`src/rtl/esn_predict.sv`:
```
// Purpose : ESN test-phase readout; est = sat32((sum W[k]*X[k]) >>> FRAC) via one serial MAC.
// Latency : state accepted at edge t -> est_valid pulse in cycle t+N+1; next state at edge t+N+2.
// Backpressure: xs_ready low while busy (states are not buffered); est_valid is a one-cycle pulse, never held.
//
// Ports:
//   clk        rising-edge clock
//   rst_N      synchronous reset, active HIGH (1 = reset) despite the name
//   w_load     one-cycle strobe capturing W_in (shadowed while a computation runs)
//   W_in       packed weights, element i = W_in[i*WW +: WW]
//   xs_valid   XSTATE valid; accepted only while xs_ready is high
//   XSTATE     packed extended state, element i = XSTATE[i*XW +: XW]
//   xs_ready   block can accept a state this cycle
//   est_valid  one-cycle pulse, est has a new value
//   est        saturated prediction, held between pulses
//   busy       MAC or DONE in progress
module esn_predict #(
    parameter int N    = 8,
    parameter int WW   = 32,
    parameter int XW   = 16,
    parameter int FRAC = 15
) (
    input  logic            clk,
    input  logic            rst_N,
    input  logic            w_load,
    input  logic [N*WW-1:0] W_in,
    input  logic            xs_valid,
    input  logic [N*XW-1:0] XSTATE,
    output logic            xs_ready,
    output logic            est_valid,
    output logic [31:0]     est,
    output logic            busy
);

    localparam int KW = (N > 1) ? $clog2(N) : 1;
    localparam int PW = WW + XW;
    localparam int AW = PW + $clog2(N);

    // Saturation limits expressed at accumulator width.
    localparam logic signed [AW-1:0] MAXV = {{(AW-32){1'b0}}, 32'h7FFF_FFFF};
    localparam logic signed [AW-1:0] MINV = {{(AW-32){1'b1}}, 32'h8000_0000};

    typedef enum logic [1:0] {
        S_IDLE = 2'd0,
        S_MAC  = 2'd1,
        S_DONE = 2'd2
    } state_t;

    state_t                 state_q;
    logic [KW-1:0]          k_q;
    logic signed [AW-1:0]   acc_q;
    logic [N*WW-1:0]        w_q;
    logic [N*WW-1:0]        shadow_q;
    logic                   pend_q;
    logic [N*XW-1:0]        x_q;
    logic [31:0]            est_q;
    logic                   est_vld_q;
    logic                   busy_q;
    logic                   rdy_q;

    // Current MAC operands, product and sign-extended product.
    logic signed [WW-1:0]   w_k;
    logic signed [XW-1:0]   x_k;
    logic signed [PW-1:0]   prod;
    logic signed [AW-1:0]   prod_ext;
    logic signed [AW-1:0]   shifted;
    logic [31:0]            sat;

    always_comb begin
        w_k      = w_q[int'(k_q)*WW +: WW];
        x_k      = x_q[int'(k_q)*XW +: XW];
        prod     = w_k * x_k;
        prod_ext = {{(AW-PW){prod[PW-1]}}, prod};
        shifted  = acc_q >>> FRAC;
        if (shifted > MAXV) begin
            sat = 32'h7FFF_FFFF;
        end else if (shifted < MINV) begin
            sat = 32'h8000_0000;
        end else begin
            sat = shifted[31:0];
        end
    end

    always_ff @(posedge clk) begin
        if (rst_N) begin
            state_q   <= S_IDLE;
            k_q       <= '0;
            acc_q     <= '0;
            w_q       <= '0;
            shadow_q  <= '0;
            pend_q    <= 1'b0;
            x_q       <= '0;
            est_q     <= '0;
            est_vld_q <= 1'b0;
            busy_q    <= 1'b0;
            rdy_q     <= 1'b0;
        end else begin
            est_vld_q <= 1'b0;
            case (state_q)
                S_IDLE: begin
                    // A weight load in the accept cycle lands before the first MAC reads w_q.
                    if (w_load) begin
                        w_q <= W_in;
                    end
                    if (xs_valid && rdy_q) begin
                        x_q     <= XSTATE;
                        acc_q   <= '0;
                        k_q     <= '0;
                        state_q <= S_MAC;
                        busy_q  <= 1'b1;
                        rdy_q   <= 1'b0;
                    end else begin
                        busy_q  <= 1'b0;
                        rdy_q   <= 1'b1;
                    end
                end
                S_MAC: begin
                    if (w_load) begin
                        shadow_q <= W_in;
                        pend_q   <= 1'b1;
                    end
                    acc_q <= acc_q + prod_ext;
                    k_q   <= k_q + KW'(1);
                    if (k_q == KW'(N-1)) begin
                        state_q <= S_DONE;
                    end
                end
                S_DONE: begin
                    est_q     <= sat;
                    est_vld_q <= 1'b1;
                    state_q   <= S_IDLE;
                    busy_q    <= 1'b0;
                    rdy_q     <= 1'b1;
                    pend_q    <= 1'b0;
                    // A fresh load on the commit edge beats the older shadow copy.
                    if (w_load) begin
                        w_q <= W_in;
                    end else if (pend_q) begin
                        w_q <= shadow_q;
                    end
                end
                default: begin
                    state_q <= S_IDLE;
                end
            endcase
        end
    end

    assign xs_ready  = rdy_q;
    assign est_valid = est_vld_q;
    assign est       = est_q;
    assign busy      = busy_q;

endmodule

```
`config.mk`:
```
export PLATFORM = sky130hd
export DESIGN_NAME = esn_predict
export DESIGN_NICKNAME = d
export VERILOG_FILES = /design/src/rtl/esn_predict.sv
export SDC_FILE = /design/constraint.sdc
export NUM_CORES = 2
export LEC_CHECK = 0
export CORE_MARGIN = 2
export CORE_UTILIZATION = 48
export DETAILED_ROUTE_END_ITERATION = 7
export PLACE_DENSITY = 0.68
export SLEW_MARGIN = 30
export SYNTH_ARGS = -nofsm -noshare
export SYNTH_HDL_FRONTEND = slang
export SYNTH_SLANG_ARGS = --single-unit
```
`constraint.sdc`:
```
create_clock -name clk -period 10 [get_ports clk]
set_input_delay 2 -clock clk [delete_from_list [all_inputs] [get_ports clk]]
set_output_delay 2 -clock clk [all_outputs]
set_load 0.02 [all_outputs]
```
==> reports/results.tsv <==
metric	value	unit
run_status	complete, no violations	
fin_crit_share	86.1	%
routed_wl	157000	um
async_flop_share	0	%
final_cell_mix	nand2_1, dfxtp_1, inv_1	
cts_htree_levels	3	
ir_worst_vdd	0.000114	V
routabilityCongestion	0.974	
critPathLaunchType	flip-flop	
initial_utilization	48.4	%
most_common_library_cell_in_the_layout_ignoring_fill_and_taps	nand2_1	
critical_path.max_fanout	37	
detail_route.wl_per_cell	21.0	um
syn-num-nets	6919	
grt_pass1_vias	40800	
hp-class	reg -> reg	
slew_viol_final	0	
timing_worst_slew_pin_value	1030	ps
cell_with_the_biggest_individual_delay_on_the_critical_path	mux2i_1	
timing.critical_path.buf_inv	5	
synth-seq-area-share	29.7	%
detail_route.first_pass.iterations	6	
slew_headroom	29.4	%
synth.distinct_cells	61	
worst_path_largest_cell_delay	840	ps
synth_simple_gate_area_share	18.0	%
worst_ep_required_time	10560	ps
critical-path-top-delay-family	adder cells	
critical-path-top-cell-by-count	fa_1	
synth_top_family_by_area	adder cells	
synth.area.mux_share	6.07	%
dr.max_layer_used	met5	
rsz_0062_raised_after_global_routing	false	
end_kind	flip-flop	
dr_wl_met2	71800	um
max_freq	116	MHz
drtAntennaViolNets	0	
post-route-drc-count	0	
vias_per_cell	5.58	
antenna_found_initial	22	
placementRows	117	
die_x	325	um
global_route.usage.total	29.6	%
p_leak	23.9	nW
ctsLongestPathBuffers	3	
synth-warning-count	0	
synth_ff_type	dfxtp_1	
dieArea	105000	um2
worst_ep_arrival_time	9170	ps
synth_compound_gate_area_share	11.8	%
setup_violations	0	
ctsRootBufferMaster	clkbuf_16	
global_route_wire_length_before_repair	242000	um
clock_sink_count	732	
floorplan.die.height	325	um
syn-instance-count	5843	
worstSkewPairLatency	680	ps
design.portCount	423	
yosys_register_bits	732	
cts_post_setup_buffers_inserted	0	
core-area	102000	um2
cts-buffers-inserted	80	
timing.setup.critical_path_class	reg -> reg	
skew	37.8	ps
final_layout_size_suffix_gt1_share	5.86	%
detail_route.iter0.violations	4179	
power_density	146	nW/um2
wl_met3	14300	um
cts.repair.resized	0	
finalCoreUtilization	56.3	%
tritoncts	yes	
detailroute.via_count	41600	
grt_max_degree	226	
setup_total_negative_slack	0	ps
clkTransAtPathRegs	60	ps
path_cells	buf_4 -> mux4_2 -> mux2i_1 -> nor2_1 -> fa_1 -> inv_1 -> fa_1 -> fa_1 -> inv_1 -> fa_1 -> fa_1 -> inv_1 -> fa_1 -> inv_1 -> ha_1 -> and4_1 -> nand2_1 -> o41ai_2 -> a32oi_2 -> a31oi_2 -> a211o_1 -> mux2i_1 -> nand2_1	
syn_area_per_cell	8.44	um2
postCtsHoldBufs	0	
synth_enable_flop_cells	0	
area_delta_synth_final	16.3	%
hold_viol_final	0	
dp_hpwl	115000	um
detail_route.wirelength.met1	63400	um
grt.overflow.total	0	
post_synth_xor_area_fraction	0.888	%
io_buffer_count	422	
layout.nets	7081	
syn-cell-area	49300	um2
timing.max_cap.violations	0	
timing.final.crit_period	8610	ps
post_synth_fa_ha_maj_area_fraction	25.8	%
==> where the power goes <==
group	total, W	leakage [nW]	switching (W)	internal [W]
clock	0.00315	1.38	0.00131	0.00184
combinational	0.00201	16.5	0.00122	0.000783
sequential	0.00322	5.99	0.000136	0.00309
total	0.00838	23.9	0.00267	0.00571
==> sequential cells by signal (all words and copies together) (netlist names) <==
register   flops
k_q            3
est           32
shadow_q     256
pend_q         1
x_q          128
w_q          256
state_q        2
xs_ready       1
est_valid      1
busy           1
acc_q         51
==> logic make-up after synthesis <==
group | after synthesis
buf+inv | 999
xor+xnor | 50
mux | 174
simple gates | 2284
flops | 732
fa+ha+maj | 688
compound gates | 916
==> cell usage after synthesis (27+ instances only) <==
master | number | area share [%]
a21oi_1 | 496 | 5.0
mux2_2 | 39 | 0.89
nor2_1 | 507 | 3.9
o21ai_0 | 74 | 0.75
nand2_1 | 1650 | 13
inv_1 | 604 | 4.6
fa_1 | 550 | 22
mux4_2 | 96 | 4.4
nand3_1 | 34 | 0.35
mux2i_1 | 38 | 0.77
clkbuf_1 | 357 | 2.7
xnor2_1 | 34 | 0.60
a21o_1 | 27 | 0.41
dfxtp_1 | 732 | 30
a311oi_1 | 256 | 4.5
ha_1 | 138 | 3.5
==> through the flow <==
step / setup slack, ps / hold WS [ps] / total power (W) / std cells / area, um2
finish: 1390 / 451 / 0.00838 / 7461 / 57300
global route: 956 / 464 / 0.00877 / 7458 / 57300
CTS: 1530 / 453 / 0.00839 / 7436 / 57200
detailed placement: 1540 / 445 / 0.00525 / 7289 / 54400
global placement: 1660 / 440 / 0.00522 / 7288 / 54400
floorplan: 2420 / 433 / 0.00452 / 5843 / 49300
==> per-layer routing <==
metal / global-route usage [%] / up-vias
met5: 0 / -
met4: 14.2 / 4
met3: 6.47 / 308
met2: 45.9 / 1715
met1: 39.4 / 20500
li1: - / 19200
==> area by class of cell <==
class                      count  area (um2)
tap                         1368        1710
clock inverter                30         425
sequential                   732       14700
inverter                     604        2270
timing repair buffer         475        4810
clock buffer                 117        2370
antenna                       23        57.6
multi-input combinational   4112       31000
fill                        9204       44500
==> final timing paths <==
kind / start / end / depth (start not counted) / slack [ps]
worst max-delay path: k_q[1] / acc_q[49] / 23 / 1390
worst min-delay path: shadow_q[63] / shadow_q[63] / 2 / 450
worst max register to register: k_q[1] / acc_q[49] / 23 / 1390
worst min register to register: shadow_q[63] / shadow_q[63] / 2 / 450
==> tightest hold or removal path, stage by stage, from the launching register on <==
cell     delay [ps]
dfxtp_1         300
nand2_1          50
a21oi_1          50
(Power assumes the default switching activity.)
